==> src/rtl/shazam_pkg.sv <==
// Shared definitions for the shazam front end: ADC geometry, the
// conditioning FSM state type and the output saturation helper.
package shazam_pkg;

  localparam int ADC_W    = 12;
  localparam int MIDSCALE = 2048;

  typedef enum logic [1:0] {
    IDLE   = 2'd0,
    SETTLE = 2'd1,
    RUN    = 2'd2
  } state_t;

  // Saturate a signed value into [0, hi].
  function automatic logic signed [31:0] sat_range(input logic signed [31:0] v,
                                                   input logic signed [31:0] hi);
    if (v < 0)
      return 32'sd0;
    else if (v > hi)
      return hi;
    else
      return v;
  endfunction

endpackage

==> src/rtl/dc_tracker.sv <==
// Exponential running-mean DC estimate: dc_acc tracks avg with alpha = 2^-DC_SHIFT.
// dc is the estimate before the update applied on the current upd edge.
module dc_tracker
  import shazam_pkg::*;
#(
  parameter int DATA_W   = ADC_W,
  parameter int DC_SHIFT = 6
) (
  input  logic              clk,
  input  logic              reset,
  input  logic              upd,
  input  logic [DATA_W-1:0] avg,
  output logic [DATA_W-1:0] dc
);

  localparam int ACC_W = DATA_W + DC_SHIFT + 1;
  localparam logic signed [ACC_W-1:0] ACC_INIT = $signed(ACC_W'(1) << (DATA_W - 1 + DC_SHIFT));

  logic signed [ACC_W-1:0] dc_acc;
  logic signed [ACC_W-1:0] avg_x;
  logic signed [ACC_W-1:0] dc_x;

  assign dc    = DATA_W'(dc_acc >>> DC_SHIFT);
  assign avg_x = $signed(ACC_W'(avg));
  assign dc_x  = $signed(ACC_W'(dc));

  always_ff @(posedge clk or posedge reset) begin
    if (reset)
      dc_acc <= ACC_INIT;
    else if (upd)
      dc_acc <= dc_acc + avg_x - dc_x;
  end

endmodule

==> src/rtl/adc_decimator.sv <==
// Boxcar decimator with DC removal ahead of shazam_core: averages 2^DECIM_LOG2
// raw codes, subtracts the tracked DC, re-centres to midscale and saturates.
module adc_decimator
  import shazam_pkg::*;
#(
  parameter int DATA_W        = ADC_W,
  parameter int DECIM_LOG2    = 3,
  parameter int SETTLE_GROUPS = 16,
  parameter int DC_SHIFT      = 6
) (
  input  logic              clk,
  input  logic              reset,
  input  logic              start,
  input  logic [DATA_W-1:0] raw_data,
  input  logic              raw_valid,
  output logic [DATA_W-1:0] adc_data,
  output logic              adc_data_valid,
  output logic              clip,
  output logic              busy
);

  localparam int ACC_W = DATA_W + DECIM_LOG2;
  localparam int SC_W  = $clog2(SETTLE_GROUPS + 2);
  localparam logic signed [DATA_W+1:0] MID_S = (DATA_W + 2)'(2 ** (DATA_W - 1));
  localparam logic signed [31:0] OUT_MAX = (2 ** DATA_W) - 1;

  state_t                  state;
  logic [ACC_W-1:0]        acc;
  logic [DECIM_LOG2-1:0]   grp_cnt;
  logic [SC_W-1:0]         settle_cnt;

  logic                    take;
  logic                    grp_done;
  logic [ACC_W-1:0]        sum;
  logic [DATA_W-1:0]       avg;
  logic [DATA_W-1:0]       dc;
  logic signed [DATA_W+1:0] y;
  logic signed [31:0]      y_int;
  logic signed [31:0]      y_sat;
  logic                    y_clipped;

  assign take     = (state != IDLE) && raw_valid;
  assign grp_done = take && (grp_cnt == {DECIM_LOG2{1'b1}});
  assign sum      = acc + ACC_W'(raw_data);
  assign avg      = DATA_W'(sum >> DECIM_LOG2);

  dc_tracker #(
    .DATA_W  (DATA_W),
    .DC_SHIFT(DC_SHIFT)
  ) u_dc_tracker (
    .clk  (clk),
    .reset(reset),
    .upd  (grp_done),
    .avg  (avg),
    .dc   (dc)
  );

  // Re-centred sample, then saturation into the unsigned output range
  assign y         = $signed({2'b00, avg}) - $signed({2'b00, dc}) + MID_S;
  assign y_int     = 32'(y);
  assign y_sat     = sat_range(y_int, OUT_MAX);
  assign y_clipped = (y_sat != y_int);

  always_ff @(posedge clk or posedge reset) begin
    if (reset) begin
      state          <= IDLE;
      busy           <= 1'b0;
      acc            <= '0;
      grp_cnt        <= '0;
      settle_cnt     <= '0;
      adc_data       <= '0;
      adc_data_valid <= 1'b0;
      clip           <= 1'b0;
    end else begin
      adc_data_valid <= 1'b0;
      if (grp_done && state == RUN) begin
        adc_data_valid <= 1'b1;
        adc_data       <= DATA_W'(y_sat);
        if (y_clipped)
          clip <= 1'b1;
      end

      if (take) begin
        acc     <= grp_done ? '0 : sum;
        grp_cnt <= grp_cnt + 1'b1;
      end

      case (state)
        IDLE: begin
          if (start) begin
            state <= (SETTLE_GROUPS == 0) ? RUN : SETTLE;
            busy  <= 1'b1;
          end
        end
        SETTLE: begin
          if (grp_done) begin
            settle_cnt <= settle_cnt + 1'b1;
            if (settle_cnt == SC_W'(SETTLE_GROUPS - 1))
              state <= RUN;
          end
        end
        RUN: ;
        default: state <= IDLE;
      endcase

      // A low start wins over everything above except the group already processed
      if (!start) begin
        state      <= IDLE;
        busy       <= 1'b0;
        acc        <= '0;
        grp_cnt    <= '0;
        settle_cnt <= '0;
      end
    end
  end

endmodule
==> config.mk <==
export PLATFORM = sky130hd
export DESIGN_NAME = adc_decimator
export DESIGN_NICKNAME = d
export VERILOG_FILES = /design/src/rtl/shazam_pkg.sv /design/src/rtl/dc_tracker.sv /design/src/rtl/adc_decimator.sv
export SDC_FILE = /design/constraint.sdc
export NUM_CORES = 1
export LEC_CHECK = 0
export ABC_CLOCK_PERIOD_IN_PS = 4860
export CORE_MARGIN = 3
export CORE_UTILIZATION = 25
export CTS_CLUSTER_DIAMETER = 50
export DETAILED_ROUTE_END_ITERATION = 16
export GPL_ROUTABILITY_DRIVEN = 0
export GPL_TIMING_DRIVEN = 0
export HOLD_SLACK_MARGIN = 0.03
export SLEW_MARGIN = 20
export SYNTH_ARGS = -nofsm -noshare
export SYNTH_HDL_FRONTEND = slang
export SYNTH_SLANG_ARGS = --single-unit
==> constraint.sdc <==
create_clock -name clk -period 4.86 [get_ports clk]
set_input_delay 0.972 -clock clk [delete_from_list [all_inputs] [get_ports clk]]
set_output_delay 0.972 -clock clk [all_outputs]
set_load 0.03 [all_outputs]
# Yosys cells after proc, flatten, opt, wreduce, memory -nomap -nowiden
# Cells that the tools add are included.
dict set report word_totals {
  regBits 59
}
dict set report op_classes {
  n_addsub 7
  n_lt_le_gt_ge 2
  eq_ne 12
  muxes 17
  reduce_logical 8
}
# operator n
set op_table {}
lappend op_table {{$mux 32} 2}
lappend op_table {{$mux 15} 3}
lappend op_table {{$ne 32x14->1} 1}
lappend op_table {{$add 19x13->19} 1}
lappend op_table {{$sub 19x13->19} 1}
lappend op_table {{$add 15x12->15} 1}
lappend op_table {{$mux 5} 3}
lappend op_table {{$add 13x13->14 const B} 1}
lappend op_table {{$gt 14x13->1 const B} 1}
lappend op_table {{$lt 14x1->1 const B} 1}
lappend op_table {{$sub 12x12->13} 1}
lappend op_table {{$ne 2x1->1 const B} 4}
lappend op_table {{$mux 2} 3}
lappend op_table {{$mux 3} 2}
lappend op_table {{$ne 3x3->1 const B} 2}
lappend op_table {{$pmux 2 s3} 1}
lappend op_table {{$add 5x1->5 const B} 1}
lappend op_table {{$eq 5x4->1 const B} 1}
lappend op_table {{$reduce_and 2->1} 2}
lappend op_table {{$add 3x1->3 const B} 1}
lappend op_table {{$eq 3x3->1 const B} 1}
lappend op_table {{$logic_and 1x1->1} 3}
lappend op_table {{$mux 1} 3}
lappend op_table {{$reduce_and 3->1} 1}
lappend op_table {{5 further kinds} 5}

# Depth between registers and ports, before layout
# Gate-level depths: netlist (run 1).
dict set report logic_depth {
  word_depth 8
  mapped_depth 21
}

# Cells and area by module
# From an unflattened synthesis (run 1), not the netlist that was laid out.
dict set report hier_totals {
  hier_cells 559
  hier_area_um2 4953.5
}
# module n_inst cells_per_inst area_each_um2
set modules_own_cells {}
lappend modules_own_cells {adc_decimator 1 305 2851.5}
lappend modules_own_cells {dc_tracker 1 254 2102.0}

# Worst setup path before layout (run 1)
# No wires, ideal clock.
dict set report synth_path {
  path_type {input to register}
  start {input raw_data[0]}
  end {register adc_data[11]}
  setup_time_ns 0.121
  arrival_ns 4.881
  required_ns 4.739
  setup_slack_ns -0.143
  cell_stages 21
  n_path_buf 1
  cell_sequence {ha_1 fa_1 a21o_1 a21oi_1 o21a_1 o31ai_1 xnor2_1 ha_1 a21o_1 a21o_4 a31o_1 o31a_4 a31oi_4 xor2_2 ha_1 clkbuf_1 xnor2_1 nor2_1 nand2_1 o311a_1 o22a_1}
}
dict set report synth_via {
  elab_chain_cells 6
}
# element line_no
set synth_rtl {}
lappend synth_rtl {{from (decl)} adc_decimator.sv:14} ;# input logic [DATA_W-1:0] raw_data,
lappend synth_rtl {{$add 15x12->15 *} adc_decimator.sv:44} ;# assign sum = acc + ACC_W'(raw_data);
lappend synth_rtl {{$sub 12x12->13 *} adc_decimator.sv:59} ;# assign y = $signed({2'b00, avg}) - $signed({2'b00, dc}) + MID_S;
lappend synth_rtl {{$add 13x13->14 *} adc_decimator.sv:59}
lappend synth_rtl {{$gt 14x13->1} shazam_pkg.sv:19} ;# else if (v > hi)
lappend synth_rtl {{$mux 32} shazam_pkg.sv:19}
lappend synth_rtl {{$mux 32 *} shazam_pkg.sv:17} ;# if (v < 0)
lappend synth_rtl {{to (signal assigned)} adc_decimator.sv:78} ;# adc_data <= DATA_W'(y_sat);
lappend synth_rtl {{to (decl)} adc_decimator.sv:16} ;# output logic [DATA_W-1:0] adc_data,
# Every way passes the cells marked *; elsewhere a longest branch is shown, timed or not.
# A chain may end at the register's enable or synchronous reset.

# Final worst setup path (run 1)
dict set report layout_path {
  start {input raw_data[7]}
  end {register adc_data[11]}
}
# The elaborated chain is that of the path after synthesis.

==> results by group, run 1 <==
Min path
  – Hold WC Path Type: flip-flop to flip-flop
  – Worst hold start: clip
  – Endpoint, Worst Hold: clip
  – Count of cells along the worst hold path: 1

CTS
  – Clock tree from TritonCTS: yes
  – H-tree levels: 3
  – Clock Tree Root: clkbuf_16
  – Number of sinks handled by clock tree synthesis: 58
  – TritonCTS Buffers: 9
  – Maximum buffer depth of the clock tree: 2
  – Clock transition time at the flip-flop clock pins of the worst setup and hold paths: 0.05 ns
  – Clock latency at the later pin of the worst-skew pair: 0.34 ns

Logic synthesis
  – Cell with the most instances after synthesis: dfrtp_1
  – Number of instances in the synthesized netlist: between 400 and 500
  – Share of async-settable or async-resettable flops after synthesis: 100.0%
  – Netlist area before placement: 4574 µm²
  – Syn. warnings: 0
  – Distinct cells, synth: 68
  – Library cell occupying the most area in the post-synthesis netlist: dfrtp_1
  – Number of synthesized register bits: 58
  – Syn_area_per_cell: 9.550 µm²
  – Post-synth EDFFs: 0
  – Dominant cells by area after synthesis: dfrtp_1 31%, ha_1 13%, fa_1 6.1%, xnor2_1 3.6%, xor2_1 3.4%
  – Share of synthesized area occupied by flip-flops and latches: 31.76%
  – Most used flip-flop cell after synthesis: dfrtp_1
  – Synthesized netlist net count: 556
  – Most common library cells after synthesis: 57 x dfrtp_1, 47 x ha_1, 35 x nor2_1
  – Synth top area share: 31.18%

Pwr
  – Power per standard cell area: 354.4 nW/µm²
  – Leakage: 2.683 nW
  – Max IR drop VDD: 0.2361 mV

STA
  – Least setup slack across all paths after layout: slightly above 0.04 ns
  – Final min period: 4.820 ns
  – Max Transition Viols Final: 0
  – Setup Skew: 0.006781 ns
  – Setup Viol. Count Final: 0
  – Slew at the pin with the worst max-slew slack: roughly 0.63 ns
  – Final hold viol count: 0
  – Worst max-slew margin expressed relative to the limit: between 50% and 60%
  – Part of the cycle the worst path needs: 99.17%
  – Maximum frequency from static timing analysis: 207.5 MHz

Layout
  – Ratio of cells with drive above 1 in the final layout: a little under a fifth
  – Combined flip-flop and latch cell area: 1453 µm²
  – Diode count: 0
  – Nets: 621
  – Area of combinational cells with multiple inputs: 3254 µm²
  – Area added between synthesis and finish: 31.46%
  – Post-route cell area: 6013 µm²
  – Total of fill cells in the finished design: 1761

Floorplan
  – Effective utilization at floorplan: 26.00%
  – Floorplan die area: 19960 µm²
  – I/O pin total: 31
  – Placeable core region: 17600 µm²
  – Vertical extent of the die: 141.3 µm
  – Cell row count: between 40 and 50
  – Die boundary width: 141.3 µm

Global routing
  – Residual overflow from global routing: 0
  – Global-route wire length before repair: roughly 18000 µm
  – Met3 Track Usage GR: around 2.4%
  – Global-route usage over all layers: 11.22%
  – Fraction of met1 tracks used by global routing: 15.45%
  – Initial antenna violation count: 0
  – Met2 Track Usage GR: 18.06%
  – Busiest metal layer after global routing: met2
  – Pin count of the biggest net entering global routing: 39
  – Via count of the first global-routing pass: around 3.5k

Outcome
  – Status: finished, final reports clean

Route
  – DR pass1 iterations: 4
  – Detailed Route WL: around 11000 µm
  – Antenna viol nets, final: 0
  – Starting DRT DRC Count: ~130
  – DR vias: ~3.7k
  – Per-cell via count in the routed design: 4.775
  – Routed length per placed instance: 14.83 µm
  – DRC violations left: 0

Flow run
  – Max-cap viol count: 0

Worst setup path
  – Crit-path max FO: 4
  – Arrival time of the worst setup path: 5.04 ns
  – Reg2Reg Launch Point: acc[0]
  – Sort of element at the start of the critical path: input port
  – Class of the most critical setup path: input port to flip-flop
  – Setup slack, reg-to-reg: around 0.44 ns
  – Required time of the worst setup path: about 5 ns
  – Endpoint of the worst register-to-register path: adc_data[11]
  – Element type at the critical path end: flip-flop
  – Number of cells on the worst reg-to-reg path: 19

Place
  – Pre-CTS setup slack: -1.115 ns
  – Placed Area: 5181 µm²
  – Port bufs: 30
  – HPWL Detailed: approximately 8300 µm
[layout by cell type (no fill, tap or decap), types with 3 or more instances in the layout]
| cell type | Yosys | layout |
|---|---|---|
| a21o_1 | 17 | 17 |
| clkbuf_16 | 0 | 9 |
| buf_4 | 1 | 23 |
| o31ai_1 | 5 | 4 |
| a22o_1 | 12 | 12 |
| nor2b_1 | 5 | 5 |
| dfrtp_1 | 57 | 57 |
| and2_1 | 3 | 3 |
| xnor2_2 | 0 | 5 |
| xor2_2 | 1 | 3 |
| a211oi_1 | 12 | 12 |
| ha_4 | 0 | 12 |
| nor3_1 | 9 | 8 |
| clkdlybuf4s50_1 | 0 | 25 |
| clkbuf_8 | 0 | 5 |
| o21ai_0 | 29 | 28 |
| xor2_1 | 18 | 16 |
| clkbuf_1 | 9 | 8 |
| o31a_1 | 3 | 3 |
| nor2_2 | 1 | 3 |
| o21ai_1 | 10 | 10 |
| o21bai_1 | 4 | 4 |
| inv_1 | 32 | 31 |
| ha_1 | 47 | 33 |
| xnor2_1 | 19 | 13 |
| o21a_1 | 13 | 12 |
| nand3_1 | 7 | 6 |
| a21oi_1 | 23 | 16 |
| mux2i_1 | 5 | 5 |
| dlymetal6s2s_1 | 0 | 4 |
| nor2_1 | 35 | 33 |
| nand2_1 | 33 | 33 |
| nand2b_1 | 5 | 5 |
| fa_1 | 14 | 13 |
| a21oi_2 | 1 | 7 |
[state kept, by name, summed over array words and instances, names as in the netlist]
signal,count
busy,1
acc,15
adc_data_valid,1
state,2
u_dc_tracker.dc_acc,18
settle_cnt,5
clip,1
adc_data,12
grp_cnt,3
[how the worst max path moves through the flow]
stage	from	endpoint	slack (ns)
final	raw_data[7]	adc_data[11]	0.04
after global routing	raw_data[6]	adc_data[11]	-0.05
after floorplan	raw_data[0]	adc_data[11]	-0.01
after global placement	raw_data[0]	adc_data[2]	-1.16
after CTS	raw_data[0]	adc_data[11]	-0.02
after detailed placement	raw_data[0]	adc_data[2]	-1.11
[critical path, stage by stage]
cell and delay, ns:
clkdlybuf4s50_1 0.46, ha_4 0.33, nand3_2 0.15, o31a_1 0.36, o21bai_1 0.23, xor2_2 0.32, ha_4 0.27, a21o_4 0.22
o31a_4 0.35, a31oi_4 0.24, xor2_2 0.24, ha_4 0.25, xnor2_2 0.14, nor2_1 0.12, nand2_1 0.07, o311a_1 0.14
o22a_1 0.18
[metrics by stage]
step	utilization, %	hold slack [ns]	std cells	TNS (ns)	power, mW
after floorplan	-	0.4498	479	-0.01242	1.107
after global placement	29.32	0.4604	734	-19.12	1.265
after detailed placement	29.44	0.4668	735	-18.50	1.268
after CTS	32.44	0.4782	759	-0.02170	2.035
after global routing	34.17	0.4914	773	-0.1036	2.251
final	34.17	0.4747	773	0	2.131
[per-layer routing]
layer | wire length [µm] | vias to the layer above
li1 | - | 1863
met1 | 5759 | 1766
met2 | 5279 | 47
met3 | 305 | 15
met4 | 122 | 0
met5 | 0 | -
[power by group]
group	internal [mW]	leakage [nW]	switching, mW	total, mW
Sequential	0.493	0.792	0.00880	0.502
Clock	0.435	0.152	0.228	0.663
Combinational	0.462	1.74	0.504	0.966
Total	1.39	2.68	0.741	2.13
[cell families after synthesis]
kind of cell / Yosys count / share of synthesized area, %
compound gates: 156 / 24.51
simple gates: 113 / 12.14
fa+ha+maj: 61 / 18.98
flops: 58 / 31.76
buf+inv: 48 / 4.076
xor+xnor: 38 / 7.440
mux: 5 / 1.094
[layout make-up]
type | count | area share, %
clock inverter | 2 | 0.5826
buffer | 14 | 1.311
timing repair buffer | 54 | 8.489
tap | 225 | 4.682
multi-input combinational | 373 | 54.12
inverter | 34 | 2.164
sequential | 58 | 24.16
clock buffer | 13 | 4.494
[repair_timing]
action	4_1_cts	5_1_grt
endpoints found under the setup margin	23	23
buffers inserted	9	15
pin swaps	12	29
resized for setup	26	33
hold buffers	0	0
No activity file was read; power rests on OpenSTA's default activity.
==> run 2, diff against run 1 <==
--- a/config.mk
+++ b/config.mk
@@ -6,7 +6,7 @@
 export NUM_CORES = 1
 export LEC_CHECK = 0
 export ABC_CLOCK_PERIOD_IN_PS = 4860
-export CORE_MARGIN = 3
+export CORE_MARGIN = 5
 export CORE_UTILIZATION = 25
 export CTS_CLUSTER_DIAMETER = 50
 export DETAILED_ROUTE_END_ITERATION = 16
==> run 2 against run 1 <==
  * Power shrank 4.8%
  * First-iteration DRC count grew 55%
  * Count of clock-buffer cells in the layout down 2
  * Sequential cell count did not move
  * Critical path depth up 4
  * Hold slack gained 0.0041 ns
  * Sequential power about the same
  * Utilization decreased by 1.1 points
  * Cell area is 1.3% lower
  * Critical endpoint unchanged
  * Largest cell class unchanged
==> results by group, run 2 (synthesis results as in run 1) <==
Place
  – Port bufs: 30
  – Pre-CTS setup slack: -1.036 ns
  – Placed Area: 5194 µm²
  – HPWL Detailed: 8405 µm
  – DP Cell Count: 739

STA
  – Slew at the pin with the worst max-slew slack: 0.7072 ns
  – Final hold viol count: 0
  – Setup Viol. Count Final: 0
  – Maximum frequency from static timing analysis: 208.4 MHz
  – Setup Skew: 0.006527 ns
  – Worst max-slew margin expressed relative to the limit: 52.49%
  – Max Transition Viols Final: 0
  – Least setup slack across all paths after layout: between 0.06 and 0.07 ns
  – Final min period: 4.800 ns
  – Part of the cycle the worst path needs: 98.76%
  – Aggregate negative setup slack: 0 ns

CTS
  – Total of hold buffers inserted after clock tree synthesis: 0
  – Clock latency at the later pin of the worst-skew pair: 0.33 ns
  – Maximum buffer depth of the clock tree: 2
  – TritonCTS Buffers: 9
  – Clock transition time at the flip-flop clock pins of the worst setup and hold paths: roughly 0.05 ns
  – Clock tree from TritonCTS: yes
  – Clock Tree Root: clkbuf_16
  – H-tree levels: 3
  – Number of sinks handled by clock tree synthesis: 58

Route
  – Met3 wire len: 568 µm
  – Per-cell via count in the routed design: 4.781
  – DR pass1 iterations: 4
  – DR vias: 3705
  – Highest Signal Layer: met4
  – Routed metal-1 wire length: 5501 µm
  – Routed length per placed instance: 14.83 µm
  – Detailed Route WL: roughly 11000 µm
  – Routed wire length on met2: roughly 5300 µm
  – Antenna viol nets, final: 0
  – Starting DRT DRC Count: a little over 200
  – DRC violations left: 0

Worst setup path
  – Kind of cell adding the most delay to the critical path: compound AO/OA/AOI/OAI gates
  – Class of the most critical setup path: input port to flip-flop
  – Max incr delay on CP: 0.54 ns
  – Buffer and inverter count on the worst path: 2
  – Element type at the critical path end: flip-flop
  – Arrival time of the worst setup path: 5.01 ns
  – Crit-path max FO: 4
  – CP Cell Sequence: clkdlybuf4s50_1 -> ha_4 -> o21ai_1 -> nand2b_1 -> a21oi_1 -> o31a_1 -> o21bai_1 -> xor2_2 -> buf_4 -> ha_4 -> a21o_4 -> a31o_1 -> o31a_4 -> a31oi_4 -> xor2_2 -> ha_4 -> xnor2_2 -> nor2_1 -> nand2_1 -> o311a_1 -> o22a_1
  – Sort of element at the start of the critical path: input port
  – Most frequent cell on the critical path: ha_4
  – Cell at the slowest stage of the critical path: clkdlybuf4s50_1
  – Required time of the worst setup path: 5.07 ns

Flow run
  – Max-cap viol count: 0

Layout
  – Commonest non-fill, non-tap cell in the layout: dfrtp_1
  – Post-route cell area: 5936 µm²
  – Number of flip-flops under the largest register name: 18
  – Largest registers in the final layout: u_dc_tracker.dc_acc: 18 flops, acc: 15 flops, adc_data: 12 flops
  – Area added between synthesis and finish: 29.76%
  – Post-Layout Cell Count: 775
  – Most frequent cells in the layout: 57 x dfrtp_1, 33 x nand2_1, 33 x nor2_1, 33 x ha_1, 31 x inv_1
  – Nets: just over 600
  – Most flop-heavy register: u_dc_tracker.dc_acc
  – Ratio of cells with drive above 1 in the final layout: 19.60%
  – Diode count: 0

Pwr
  – Int Pwr: 1.298 mW
  – Power per standard cell area: 341.8 nW/µm²
  – Switching share of power: 36.04%
  – Fraction of power consumed by combinational cells: 46.6%
  – Flop pwr share: 24.7%
  – Power Total: between 2 and 2.5 mW
  – Sw Pwr: about 0.73 mW
  – Clock share of power: 28.6%
  – Max IR drop VDD: about 0.27 mV
  – Leakage: 2.621 nW

Min path
  – Hold WC Path Type: flip-flop to flip-flop

Global routing
  – Pin count of the biggest net entering global routing: 45
  – Global-route usage over all layers: 10.69%
  – Global-route wire length before repair: 18690 µm
  – Initial antenna violation count: 0
  – Via count of the first global-routing pass: 3663
  – Residual overflow from global routing: 0

Floorplan
  – Effective utilization at floorplan: 25.46%
  – Floorplan die area: 21100 µm²
  – Cell row count: slightly below 50
  – Die boundary width: 145.3 µm
  – I/O pin total: 31
  – Placeable core region: 17960 µm²
  – Vertical extent of the die: 145.3 µm

Outcome
  – Status: finished, final reports clean
==> run 2: worst paths after layout <==
path | to | depth (start not counted) | slack (ns) | start
min reg2reg | adc_data[8] | 1 | 0.48 | adc_data[8]
max in group asynchronous | u_dc_tracker.dc_acc[17] | 3 | 3.39 | reset
max | adc_data[11] | 21 | 0.06 | raw_data[4]
min | adc_data[8] | 1 | 0.48 | adc_data[8]
min in group asynchronous | adc_data[9] | 2 | 0.92 | reset
max reg2reg | adc_data[11] | 20 | 0.51 | acc[0]
==> run 2: what timing repair did <==
action	in CTS	in global routing
gates resized for setup	23	37
pin swaps	11	22
setup buffers	12	8
setup endpoints to repair	22	24
==> run 2: cell type report <==
class	count	area, µm²
clock inverter	5	30.03
timing repair buffer	51	483.0
fill	1835	12030
tap	229	286.5
inverter	34	130.1
sequential	58	1453
buffer	14	72.57
clock buffer	11	242.7
multi-input combinational	373	3238
==> run 2: layer usage <==
layer  track usage (%)  vias up
li1                  -     1851
met1             14.70     1774
met2             17.04       69
met3             2.557       11
met4             2.519        0
met5                 0        -
==> run 2: through the flow <==
step	hold slack [ns]	util [%]
floorplan	0.4498	-
finish	0.4787	33.04
global placement	0.4615	28.75
CTS	0.4800	31.62
global route	0.4855	33.04
detailed placement	0.4676	28.91
==> run 2: power by group through the flow <==
stage	logic, mW	clock network (mW)	registers, mW
finish	0.946	0.581	0.501
global route	1.04	0.620	0.502
CTS	0.841	0.600	0.500
detailed placement	0.756	0	0.508
global placement	0.750	0	0.508
floorplan	0.599	0	0.508
==> run 3, diff against run 2 <==
--- a/config.mk
+++ b/config.mk
@@ -5,7 +5,7 @@
 export SDC_FILE = /design/constraint.sdc
 export NUM_CORES = 1
 export LEC_CHECK = 0
-export ABC_CLOCK_PERIOD_IN_PS = 4860
+export ABC_CLOCK_PERIOD_IN_PS = 5500
 export CORE_MARGIN = 5
 export CORE_UTILIZATION = 25
 export CTS_CLUSTER_DIAMETER = 50
@@ -13,7 +13,6 @@
 export GPL_ROUTABILITY_DRIVEN = 0
 export GPL_TIMING_DRIVEN = 0
 export HOLD_SLACK_MARGIN = 0.03
-export SLEW_MARGIN = 20
 export SYNTH_ARGS = -nofsm -noshare
 export SYNTH_HDL_FRONTEND = slang
 export SYNTH_SLANG_ARGS = --single-unit
==> constraint.sdc (replaced) <==
create_clock -name clk -period 5.5 [get_ports clk]
set_input_delay 1.1 -clock clk [delete_from_list [all_inputs] [get_ports clk]]
set_output_delay 1.1 -clock clk [all_outputs]
set_load 0.03 [all_outputs]
==> run 3 against run 2 <==
  * Utilization fell by 1.9 points
  * Global-route usage shrank 0.25 points
  * Worst setup slack better by 0.18 ns
  * Routed wire length decreased by 7.2%
  * Non-clock buffer count shrank 19
  * Register-to-register slack improved by 0.56 ns
  * Clock skew is essentially flat
  * Count of clock-buffer cells in the layout stayed put
  * Critical path type unchanged
  * Largest cell class unchanged
  * Largest power group unchanged
==> results by group, run 3 (synthesis results as in run 1) <==
Worst setup path
  – Class of the most critical setup path: input port to flip-flop
  – Required time of the worst setup path: 5.73 ns
  – Kind of cell adding the most delay to the critical path: compound AO/OA/AOI/OAI gates
  – Most frequent cell on the critical path: a21o_1
  – Arrival time of the worst setup path: about 5.5 ns
  – Reg2Reg Launch Point: acc[0]
  – Buffer and inverter count on the worst path: 1
  – Max incr delay on CP: about 0.42 ns
  – CP Cell Sequence: clkdlybuf4s50_1 -> ha_1 -> fa_1 -> a21o_1 -> a21oi_2 -> o21a_2 -> o31ai_1 -> xnor2_2 -> ha_4 -> a21o_1 -> a21o_4 -> a31o_1 -> o31a_4 -> a31oi_4 -> xor2_2 -> ha_2 -> xnor2_1 -> nor2_1 -> nand2_1 -> o311a_1 -> o22a_1
  – Element type at the critical path end: flip-flop
  – Launch point of the worst path: raw_data[0]
  – Sort of element at the start of the critical path: input port
  – Cell at the slowest stage of the critical path: clkdlybuf4s50_1
  – Crit-path max FO: 5

CTS
  – TritonCTS Buffers: 9
  – Total of hold buffers inserted after clock tree synthesis: 0
  – H-tree levels: 3
  – Clock latency at the later pin of the worst-skew pair: 0.34 ns
  – Clock Tree Root: clkbuf_16
  – Number of sinks handled by clock tree synthesis: 58
  – Clock tree from TritonCTS: yes
  – Maximum buffer depth of the clock tree: 2
  – Clock transition time at the flip-flop clock pins of the worst setup and hold paths: 0.05 ns

Layout
  – Diode count: 0
  – Most frequent cells in the layout: 57 x dfrtp_1, 43 x ha_1, 35 x nor2_1
  – Post-Layout Cell Count: 756
  – Nets: 599
  – Total of fill cells in the finished design: 1868
  – Largest registers in the final layout: u_dc_tracker.dc_acc: 18 flops, acc: 15 flops, adc_data: 12 flops
  – Post-layout utilization of the core: 31.10%
  – Area of combinational cells with multiple inputs: 3005 µm²
  – Area added between synthesis and finish: 22.13%
  – Commonest non-fill, non-tap cell in the layout: dfrtp_1
  – Number of flip-flops under the largest register name: 18
  – Most flop-heavy register: u_dc_tracker.dc_acc
  – Ratio of cells with drive above 1 in the final layout: 10.63%
  – Combined flip-flop and latch cell area: 1453 µm²

Outcome
  – Status: finished, final reports clean

STA
  – Maximum frequency from static timing analysis: about 190 MHz
  – Setup Skew: 0.006856 ns
  – Slew at the pin with the worst max-slew slack: 0.6288 ns
  – Final min period: 5.257 ns
  – Max Transition Viols Final: 0
  – Setup Viol. Count Final: 0
  – Part of the cycle the worst path needs: 95.58%
  – Final hold viol count: 0
  – Worst max-slew margin expressed relative to the limit: about 58%
  – Aggregate negative setup slack: 0 ns

Route
  – Detailed Route WL: 10670 µm
  – Routed wire length on met2: 4768 µm
  – DR pass1 iterations: 4
  – Antenna viol nets, final: 0
  – Met3 wire len: 515 µm
  – Routed length per placed instance: 14.11 µm
  – Starting DRT DRC Count: 134
  – DRC violations left: 0
  – Per-cell via count in the routed design: approximately 4.6
  – Highest Signal Layer: met4
  – Routed metal-1 wire length: 5263 µm
  – DR vias: 3491

Flow run
  – Max-cap viol count: 0

Floorplan
  – Placeable core region: around 18000 µm²
  – Cell row count: 49
  – Die boundary width: 145.3 µm
  – I/O pin total: 31
  – Vertical extent of the die: approximately 150 µm
  – Floorplan die area: 21100 µm²
  – Effective utilization at floorplan: approximately a quarter

Place
  – HPWL Detailed: about 8400 µm
  – DP Cell Count: 739
  – Port bufs: 30

Min path
  – Hold WC Path Type: flip-flop to flip-flop
  – Worst hold start: adc_data[6]

Global routing
  – Initial antenna violation count: 0
  – Global-route usage over all layers: 10.44%
  – Via count of the first global-routing pass: 3540
  – Residual overflow from global routing: 0
  – Pin count of the biggest net entering global routing: 39
  – Global-route wire length before repair: 18120 µm

Pwr
  – Max IR drop VDD: 0.2029 mV
  – Leakage: 2.500 nW
  – Power per standard cell area: 313.8 nW/µm²
[run 3: changes by cell type in the layout (fill, tap and decap cells not counted), sizes merged]
cell           change
buf               -18
bufinv             +2
clkdlybuf4s50      +2
dlymetal6s2s       -2
clkbuf             -1
clkinv             -1
clkinvlp           -1
[run 3: repair_timing]
item	CTS	global route
setup endpoints to repair	13	15
resized for setup	4	13
buffers inserted	2	0
pin swaps	1	2
[run 3: power breakdown]
group	total, mW	internal (mW)	switching (mW)
sequential	0.442	0.436	0.00588
combinational	0.704	0.310	0.395
clock	0.607	0.407	0.200
[run 3: cell type report]
cell class                 instances  area share [%]
timing repair buffer              33           6.002
inverter                          34           2.284
clock buffer                      11           4.345
clock inverter                     5           1.389
multi-input combinational        373           53.80
buffer                            13           1.053
sequential                        58           26.00
tap                              229           5.129
[run 3: final timing paths]
path | to | slack, ns | cells past startpoint
worst max-delay path | adc_data[11] | 0.24 | 21
worst min-delay path | adc_data[6] | 0.47 | 1
worst max register to register | adc_data[11] | 1.07 | 20
worst min register to register | adc_data[6] | 0.47 | 1
max in group asynchronous | u_dc_tracker.dc_acc[11] | 3.82 | 3
min in group asynchronous | adc_data[10] | 1.10 | 2
[run 3: metrics by stage]
| step | worst slack [ns] | hold WS [ns] | total power [mW] | area [µm²] |
|---|---|---|---|---|
| 2_1_floorplan | 0.3695 | 0.4498 | 0.9759 | 4574 |
| 3_3_place_gp | -0.8273 | 0.4641 | 1.115 | 5161 |
| 3_5_place_dp | -0.7873 | 0.4684 | 1.119 | 5181 |
| 4_1_cts | 0.001618 | 0.4802 | 1.751 | 5532 |
| 5_1_grt | -0.005262 | 0.4870 | 1.869 | 5587 |
| 6_report | 0.2431 | 0.4747 | 1.753 | 5587 |
[run 3: routing by layer]
metal | GRT usage, % | up-vias
li1 | - | 1808
met1 | 13.92 | 1628
met2 | 16.33 | 46
met3 | 3.025 | 9
met4 | 3.358 | 0
met5 | 0 | -
